File: src/rtl/forth_boot_loader.sv
// Boot loader for the forth core: takes a byte-stream program image (length, big-endian words,
// XOR checksum), writes it into instruction RAM, then releases the core from reset.
module forth_boot_loader #(
    parameter int iaddr_width = 10,
    parameter int instr_width = 16
) (
    input  logic                   clk,
    input  logic                   reset_n,
    input  logic [7:0]             rx_data,
    input  logic                   rx_valid,
    output logic                   rx_ready,
    output logic [iaddr_width-1:0] imem_addr,
    output logic [instr_width-1:0] imem_wdata,
    output logic                   imem_we,
    output logic                   core_reset,
    input  logic                   boot_req,
    output logic                   done,
    output logic                   error,
    output logic [2:0]             dbg_state
);

    // Byte handshake: a byte moves on a rising edge where rx_valid && rx_ready; rx_ready depends
    // only on state, and rx_data is ignored unless a transfer happens.
    typedef enum logic [2:0] {
        LEN_HI  = 3'd0,
        LEN_LO  = 3'd1,
        DATA_HI = 3'd2,
        DATA_LO = 3'd3,
        CSUM    = 3'd4,
        RUN     = 3'd5,
        ERROR   = 3'd6
    } state_t;

    localparam int unsigned DEPTH = 2 ** iaddr_width;

    state_t               state, state_n;
    logic [15:0]          len_q;
    logic [iaddr_width:0] cnt;
    logic [iaddr_width:0] cnt_inc;
    logic [7:0]           csum;
    logic [7:0]           hi_byte;
    logic [15:0]          len_full;
    logic                 xfer;

    assign rx_ready  = (state != RUN) && (state != ERROR);
    assign xfer      = rx_valid && rx_ready;
    assign len_full  = {len_q[15:8], rx_data};
    assign cnt_inc   = cnt + 1'b1;
    assign dbg_state = state;

    always_comb begin
        state_n = state;
        case (state)
            LEN_HI:  if (xfer) state_n = LEN_LO;
            LEN_LO: begin
                if (xfer) begin
                    if (32'(len_full) > DEPTH)
                        state_n = ERROR;
                    else if (len_full == 16'd0)
                        state_n = CSUM;
                    else
                        state_n = DATA_HI;
                end
            end
            DATA_HI: if (xfer) state_n = DATA_LO;
            DATA_LO: begin
                // Counter is zero-extended so a full-depth image terminates correctly.
                if (xfer) state_n = (16'(cnt_inc) == len_q) ? CSUM : DATA_HI;
            end
            CSUM:    if (xfer) state_n = (rx_data == csum) ? RUN : ERROR;
            RUN:     if (boot_req) state_n = LEN_HI;
            ERROR:   state_n = ERROR;
            default: state_n = ERROR;
        endcase
    end

    always_ff @(posedge clk or negedge reset_n) begin
        if (!reset_n) begin
            state      <= LEN_HI;
            len_q      <= '0;
            cnt        <= '0;
            csum       <= '0;
            hi_byte    <= '0;
            imem_we    <= 1'b0;
            imem_addr  <= '0;
            imem_wdata <= '0;
            core_reset <= 1'b1;
            done       <= 1'b0;
            error      <= 1'b0;
        end else begin
            state   <= state_n;
            imem_we <= 1'b0;
            case (state)
                LEN_HI: if (xfer) len_q[15:8] <= rx_data;
                LEN_LO: begin
                    if (xfer) begin
                        len_q[7:0] <= rx_data;
                        cnt        <= '0;
                        if (32'(len_full) > DEPTH) error <= 1'b1;
                    end
                end
                DATA_HI: begin
                    if (xfer) begin
                        hi_byte <= rx_data;
                        csum    <= csum ^ rx_data;
                    end
                end
                DATA_LO: begin
                    // Write lands one cycle later, overlapping the next word's high byte.
                    if (xfer) begin
                        csum       <= csum ^ rx_data;
                        imem_we    <= 1'b1;
                        imem_addr  <= cnt[iaddr_width-1:0];
                        imem_wdata <= {hi_byte, rx_data};
                        cnt        <= cnt_inc;
                    end
                end
                CSUM: begin
                    if (xfer) begin
                        if (rx_data == csum) begin
                            core_reset <= 1'b0;
                            done       <= 1'b1;
                        end else begin
                            error <= 1'b1;
                        end
                    end
                end
                RUN: begin
                    if (boot_req) begin
                        core_reset <= 1'b1;
                        done       <= 1'b0;
                        csum       <= '0;
                    end
                end
                default: ;
            endcase
        end
    end

endmodule

File: config.mk
export PLATFORM = sky130hd
export DESIGN_NAME = forth_boot_loader
export DESIGN_NICKNAME = d
export VERILOG_FILES = /design/src/rtl/forth_boot_loader.sv
export SDC_FILE = /design/constraint.sdc
export NUM_CORES = 1
export LEC_CHECK = 0
export BUFFER_PORTS_ARGS = -buffer_cell sky130_fd_sc_hd__buf_2
export CORE_ASPECT_RATIO = 0.9
export CORE_UTILIZATION = 50
export DETAILED_ROUTE_END_ITERATION = 6
export GPL_TIMING_DRIVEN = 0
export PLACE_DENSITY_LB_ADDON = 0.05
export SYNTH_ARGS = -nofsm -noshare
export SYNTH_HDL_FRONTEND = slang
export SYNTH_SLANG_ARGS = --single-unit
File: constraint.sdc
create_clock -name clk -period 2.3 [get_ports clk]
set_clock_uncertainty 0.05 [all_clocks]
set_input_delay 0.23 -clock clk [delete_from_list [all_inputs] [get_ports clk]]
set_output_delay 0.23 -clock clk [all_outputs]
set_load 0.03 [all_outputs]
==> results of run 1 <==
-- critical path: stages (launching register included) --
cell and delay, ns:
dfrtp_2 0.43, ha_2 0.26, nand3_1 0.14, or3_1 0.42, o2bb2ai_1 0.22, o2111ai_2 0.19
o21ai_1 0.18, a32o_1 0.19
-- final cells by class --
cell class	instances	area [sq um]	share of cell area, %
Sequential cell	76	1910	44.5
Multi-Input combinational cell	223	1710	39.9
Timing Repair Buffer	39	225	5.26
Buffer	24	125	2.92
Clock buffer	9	124	2.89
Tap cell	93	116	2.72
Clock inverter	7	56.3	1.32
Inverter	5	18.8	0.439
-- worst max-delay path by stage --
stage | from | to | slack, ns | cells past startpoint
4_1_cts | cnt[0] | dbg_state[2] | 0.03 | 7
5_1_grt | cnt[0] | dbg_state[2] | 0.03 | 7
6_report | cnt[0] | dbg_state[2] | 0.14 | 7
3_5_place_dp | cnt[0] | dbg_state[2] | 0.11 | 7
3_3_place_gp | cnt[0] | dbg_state[2] | 0.11 | 7
2_1_floorplan | dbg_state[0] | len_q[0] | 0.33 | 5
-- cell usage after synthesis, drive strengths merged --
| cell | instances | area share (%) |
|---|---|---|
| a2111oi | 1 | 0.40 |
| a211oi | 1 | 0.20 |
| a21o | 5 | 1.0 |
| a21oi | 3 | 0.40 |
| a221oi | 1 | 0.23 |
| a22o | 8 | 1.9 |
| a2bb2oi | 1 | 0.23 |
| a311oi | 1 | 0.23 |
| a31o | 1 | 0.23 |
| a31oi | 2 | 0.34 |
| a32o | 1 | 0.27 |
| and3 | 3 | 0.50 |
| and4 | 1 | 0.23 |
| buf | 14 | 2.3 |
| clkbuf | 10 | 1.0 |
| dfrtp | 75 | 50 |
| dfstp | 1 | 0.70 |
| ha | 1 | 0.34 |
| inv | 5 | 0.50 |
| mux2 | 51 | 15 |
| mux2i | 1 | 0.27 |
| nand2 | 21 | 2.1 |
| nand2b | 12 | 2.0 |
| nand3 | 7 | 0.94 |
| nand3b | 2 | 0.40 |
| nand4 | 1 | 0.57 |
| nor2 | 20 | 2.3 |
| nor2b | 1 | 0.17 |
| nor3 | 9 | 1.5 |
| nor3b | 1 | 0.20 |
| nor4 | 4 | 0.67 |
| o2111ai | 1 | 0.23 |
| o21ai | 25 | 3.4 |
| o221ai | 1 | 0.40 |
| o22a | 1 | 0.23 |
| o22ai | 1 | 0.17 |
| o2bb2ai | 1 | 0.23 |
| o31a | 2 | 0.47 |
| o31ai | 3 | 0.60 |
| o41ai | 1 | 0.44 |
| or2 | 1 | 0.17 |
| or3 | 3 | 0.50 |
| xnor2 | 7 | 1.6 |
| xor2 | 16 | 3.8 |
-- through the flow --
step	power, mW	util, %	cell area, sq um	hold WS, ns
global placement	4.97	56.5	4040	0.410
global route	6.43	59.9	4280	0.143
detailed placement	5.05	56.9	4070	0.101
finish	6.01	59.9	4280	0.140
floorplan	4.37	-	3730	-0.116
CTS	6.02	59.5	4260	0.116
-- layer usage --
| metal | vias up | track usage [%] | routed length (um) |
|---|---|---|---|
| met5 | - | 0 | 0 |
| met4 | 0 | 5.03 | 60 |
| met3 | 6 | 6.38 | 314 |
| met2 | 56 | 31.4 | 3460 |
| met1 | 1269 | 32.5 | 3950 |
| li1 | 1263 | - | - |
-- registers in the layout, summed over array words and instances, names as in the netlist --
| signal | cells |
|---|---|
| cnt | 11 |
| core_reset | 1 |
| csum | 8 |
| dbg_state | 3 |
| done | 1 |
| error | 1 |
| hi_byte | 8 |
| imem_addr | 10 |
| imem_wdata | 16 |
| imem_we | 1 |
| len_q | 16 |
-- timing repair --
| action | in CTS | in global routing |
|---|---|---|
| gates resized for setup | 0 | 5 |
| hold buffers | 1 | 0 |
| setup endpoints to repair | 0 | 2 |
| hold endpoints to repair | 21 | 0 |
-- power by group through the flow --
stage | Clock [mW] | Combinational (mW) | Sequential [mW]
2_1_floorplan | 0 | 1.65 | 2.72
3_3_place_gp | 0 | 2.68 | 2.29
3_5_place_dp | 0 | 2.74 | 2.31
4_1_cts | 0.984 | 2.75 | 2.29
5_1_grt | 1.04 | 3.02 | 2.37
6_report | 0.960 | 2.76 | 2.29
-- kinds of logic after synthesis --
| family | after synthesis | share of synthesized area (%) |
|---|---|---|
| simple gates | 86 | 12.2 |
| flops | 76 | 51.0 |
| compound gates | 61 | 11.6 |
| mux | 52 | 15.7 |
| buf+inv | 29 | 3.85 |
| xor+xnor | 23 | 5.40 |
| fa+ha+maj | 1 | 0.335 |
==> results.yml, run 1 <==
logic_synthesis:
  syn_inst: 328
  synth_cell_types: 51
  syn-num-nets: 341
  ys_ff_latch: 76
  ys_warn_count: 0
  avgSynthCellArea_sq_um: 11.4
  synth-seq-area-share_pct: 51.0
  synthesis.area_sq_mm: 0.00373
setup_path:
  regToRegSetupSlack_ns: 0.14
  r2r_start: "cnt[0]"
  r2r_cells: 7
  cp_data_arrival_time_ns: 2.40
  critical_path_class: "register to register"
  critPathLaunchType: "register"
  crit_fanout: 7
  cp-end-kind: "register"
  cp.required_ns: 2.54
  worstReg2RegEnd: "dbg_state[2]"
die:
  num_rows: 29
  ioPinCount: 46
  die_w_um: 93.1
  die_h_um: 84.0
  core_area_sq_mm: 0.00715
  dieArea_sq_mm: 0.00782
  start_util_pct: 52.2
cells_and_area:
  stdcell_count: 476
  final_cell_mix: "dfrtp_1 (73), mux2_2 (51), buf_2 (43)"
  final_common_cell: "dfrtp_1"
  n_antenna_cell: 0
  synthToLayoutAreaGrowth_pct: 14.6
  layout-drive-gt1-share_pct: 33.7
  n_fill_cell: 608
  nNetsFinal: 391
sta:
  setup_violations: 0
  maxSlewHeadroom_pct: 57.1
  final_max_slew_viol_count: 0
  hold_viol: 0
  timing.fmax_ghz: 0.463
  fin_tns_setup_ns: 0
  worst_slack_ns: 0.142
  min_period_over_period_pct: 93.8
  rsz0062_at_grt: "false"
  final.min_clock_period_ns: 2.16
  tightest_slew_ns: 0.641
worst_hold_path:
  hold_path.class: "input port to register"
  min_from: "boot_req"
  holdPathEnd: "dbg_state[0]"
  min_path_cells: 3
pwr:
  switching_share_pct: 42.3
  power.share.clock_pct: 16.0
  power-per-cell-area_mw_per_mm2: 1400
  p_leak_nw: 1.84
  combPwrFrac_pct: 46.0
  internal_power_mw: 3.47
  p_switching_mw: 2.54
  max-vdd-ir-drop_mv: 0.723
  seq_power_share_pct: 38.0
placed_design:
  dp.cells: 459
  io_buffer_count: 37
  dpl_worst_slack_ns: 0.112
  gp_congestion: 0.817
  place_hpwl_um: 5360
run_status:
  status: "finished clean"
grt:
  grt_pass1_wl_um: 12900
  grt_pass1_vias: 2470
  grt_max_degree: 56
  grt-ovfl-total: 0
  antenna_found_initial: 0
  track_usage_pct: 21.9
route:
  avgViaCountPerCell: 5.45
  wirelength_um: 7790
  drtAntennaViolNets: 0
  vias: 2594
  dr.pass1.iters: 4
  routedWlPerCell_um: 16.4
  drc: 0
  drtIter0Drc: 113
job:
  drv_cap: 0
clock_network:
  cts_buffers: 9
  cts.sink_count: 76
  clk_latency_ns: 0.36
  path_clk_slew_ns: 0.09
  ctsHtreeMaxLevel: 3
  post_cts_buffers: 0
  cts_tree: "yes"
  root_buffer: "clkbuf_8"
  cts_buffer_depth: 2
(Power assumes the default switching activity.)
==> inputs of run 2 (changes only) <==
==> constraint.sdc (replaced) <==
create_clock -name clk -period 2.37 [get_ports clk]
set_clock_uncertainty 0.05 [all_clocks]
set_input_delay 0.237 -clock clk [delete_from_list [all_inputs] [get_ports clk]]
set_output_delay 0.237 -clock clk [all_outputs]
set_load 0.03 [all_outputs]
==> run 2 against run 1 <==
Effect of this change: clock power down 2.8%; via count rose by 0.42%; core utilization is 0.19 points lower; power down 3.3%; critical path depth unchanged; global-route usage is the same; highest routed layer unchanged.
==> results.yml, run 2 (synthesized netlist as in run 1, its figures left out) <==
run_status:
  status: "finished clean"
job:
  drv_cap: 0
route:
  drtAntennaViolNets: 0
  dr.pass1.iters: 4
  drc: 0
  drtIter0Drc: 105
  vias: 2605
  routedWlPerCell_um: 16.4
  wirelength_um: 7820
  avgViaCountPerCell: 5.47
grt:
  track_usage_pct: 21.9
  grt-ovfl-total: 0
  grt_pass1_vias: 2470
  grt_max_degree: 56
  grt_pass1_wl_um: 12900
  antenna_found_initial: 0
clock_network:
  cts_buffers: 9
  cts.sink_count: 76
  ctsHtreeMaxLevel: 3
  clk_latency_ns: 0.36
  root_buffer: "clkbuf_8"
  cts_buffer_depth: 2
  cts_tree: "yes"
  path_clk_slew_ns: 0.09
placed_design:
  gp_congestion: 0.817
  place_hpwl_um: 5360
  dpl_worst_slack_ns: 0.182
  placed_cell_area_sq_mm: 0.00407
  io_buffer_count: 37
die:
  core_area_sq_mm: 0.00715
  start_util_pct: 52.2
  num_rows: 29
  dieArea_sq_mm: 0.00782
  ioPinCount: 46
  die_w_um: 93.1
  die_h_um: 84.0
cells_and_area:
  layout-drive-gt1-share_pct: 33.4
  final_cell_mix: "dfrtp_1 (74), mux2_2 (51), buf_2 (43)"
  register_area_sq_mm: 0.00190
  n_fill_cell: 611
  n_antenna_cell: 0
  nNetsFinal: 391
  multi_input_area_sq_mm: 0.00170
  top_regs: "imem_wdata x16, len_q x16, cnt x11"
  final_area_sq_mm: 0.00427
  final_common_cell: "dfrtp_1"
  synthToLayoutAreaGrowth_pct: 14.2
setup_path:
  r2r_cells: 7
  cp.required_ns: 2.61
  crit_family: "compound AO/OA/AOI/OAI gates"
  worstReg2RegEnd: "dbg_state[2]"
  regToRegSetupSlack_ns: 0.21
  path_cells: "ha_2 -> nand3_1 -> or3_1 -> o2bb2ai_1 -> o2111ai_2 -> o21ai_1 -> a32o_1"
  cp-endpoint: "dbg_state[2]"
  cp_data_arrival_time_ns: 2.41
  worstSetupStartpoint: "cnt[0]"
  cp-end-kind: "register"
  slowest_stage: "dfrtp_2"
  path_buf_inv: 0
  crit_fanout: 7
  critPathMaxStageDelay_ns: 0.43
  r2r_start: "cnt[0]"
  crit_cells: 7
  critPathLaunchType: "register"
  critical_path_class: "register to register"
sta:
  timing.fmax_ghz: 0.462
  final.min_clock_period_ns: 2.16
  worst_slack_ns: 0.207
  maxSlewHeadroom_pct: 56.9
  holdWs_ns: 0.148
  tightest_slew_ns: 0.643
  final_max_slew_viol_count: 0
  hold_viol: 0
  fin_tns_setup_ns: 0
  setup_violations: 0
  min_period_over_period_pct: 91.3
  rsz0062_at_grt: "false"
pwr:
  finalPower_mw: 5.81
  p_leak_nw: 1.84
  max-vdd-ir-drop_mv: 0.700
  power-per-cell-area_mw_per_mm2: 1360
worst_hold_path:
  hold_path.class: "input port to register"
## run 2: cell counts in the layout (fill, tap and decap cells not counted)
Identical to the previous run, type by type.
## run 2: repair_timing
action	CTS	global route
hold buffers	1	0
buffers inserted	0	0
resized for setup	0	3
endpoints found under the hold margin	21	0
endpoints found under the setup margin	0	2
## run 2: power breakdown
part | switching, mW | internal, mW | leakage (nW) | total (mW)
clock network | 0.540 | 0.393 | 0.0906 | 0.933
logic | 1.55 | 1.11 | 0.855 | 2.66
registers | 0.363 | 1.85 | 0.895 | 2.22
## run 2: final cells by class
class                      count  share of cell area, %
clock inverter                 7                   1.32
tap                           93                   2.73
sequential                    76                   44.6
inverter                       5                  0.440
multi-input combinational    223                   39.7
timing repair buffer          39                   5.28
clock buffer                   9                   2.90
buffer                        24                   2.93
## run 2: worst min path at each step
| stage | startpoint | endpoint | slack [ns] | cells past startpoint |
|---|---|---|---|---|
| global placement | imem_addr[7] | imem_addr[7] | 0.41 | 2 |
| detailed placement | reset_n | csum[6] | 0.11 | 1 |
| finish | boot_req | dbg_state[0] | 0.15 | 3 |
| floorplan | reset_n | cnt[0] | -0.11 | 0 |
| global route | boot_req | dbg_state[0] | 0.15 | 3 |
| CTS | boot_req | dbg_state[0] | 0.12 | 3 |
## run 2: worst min-delay path, stage by stage
cell     delay [ns]
buf_2          0.10
o22a_1         0.11
o22ai_1        0.07
## run 2: metrics by stage
step                util, %  cells
floorplan                 -    328
global placement       56.5    458
detailed placement     56.9    459
CTS                    59.5    476
global route           59.7    476
finish                 59.7    476
## run 2: per-layer routing
layer / GRT usage, % / vias up / share of wire (%) / wire [um]
li1: - / 1263 / - / -
met1: 32.5 / 1276 / 51 / 3990
met5: 0 / - / 0 / 0
met3: 6.38 / 7 / 3.7 / 287
met2: 31.4 / 59 / 45 / 3490
met4: 5.03 / 0 / 0.81 / 63
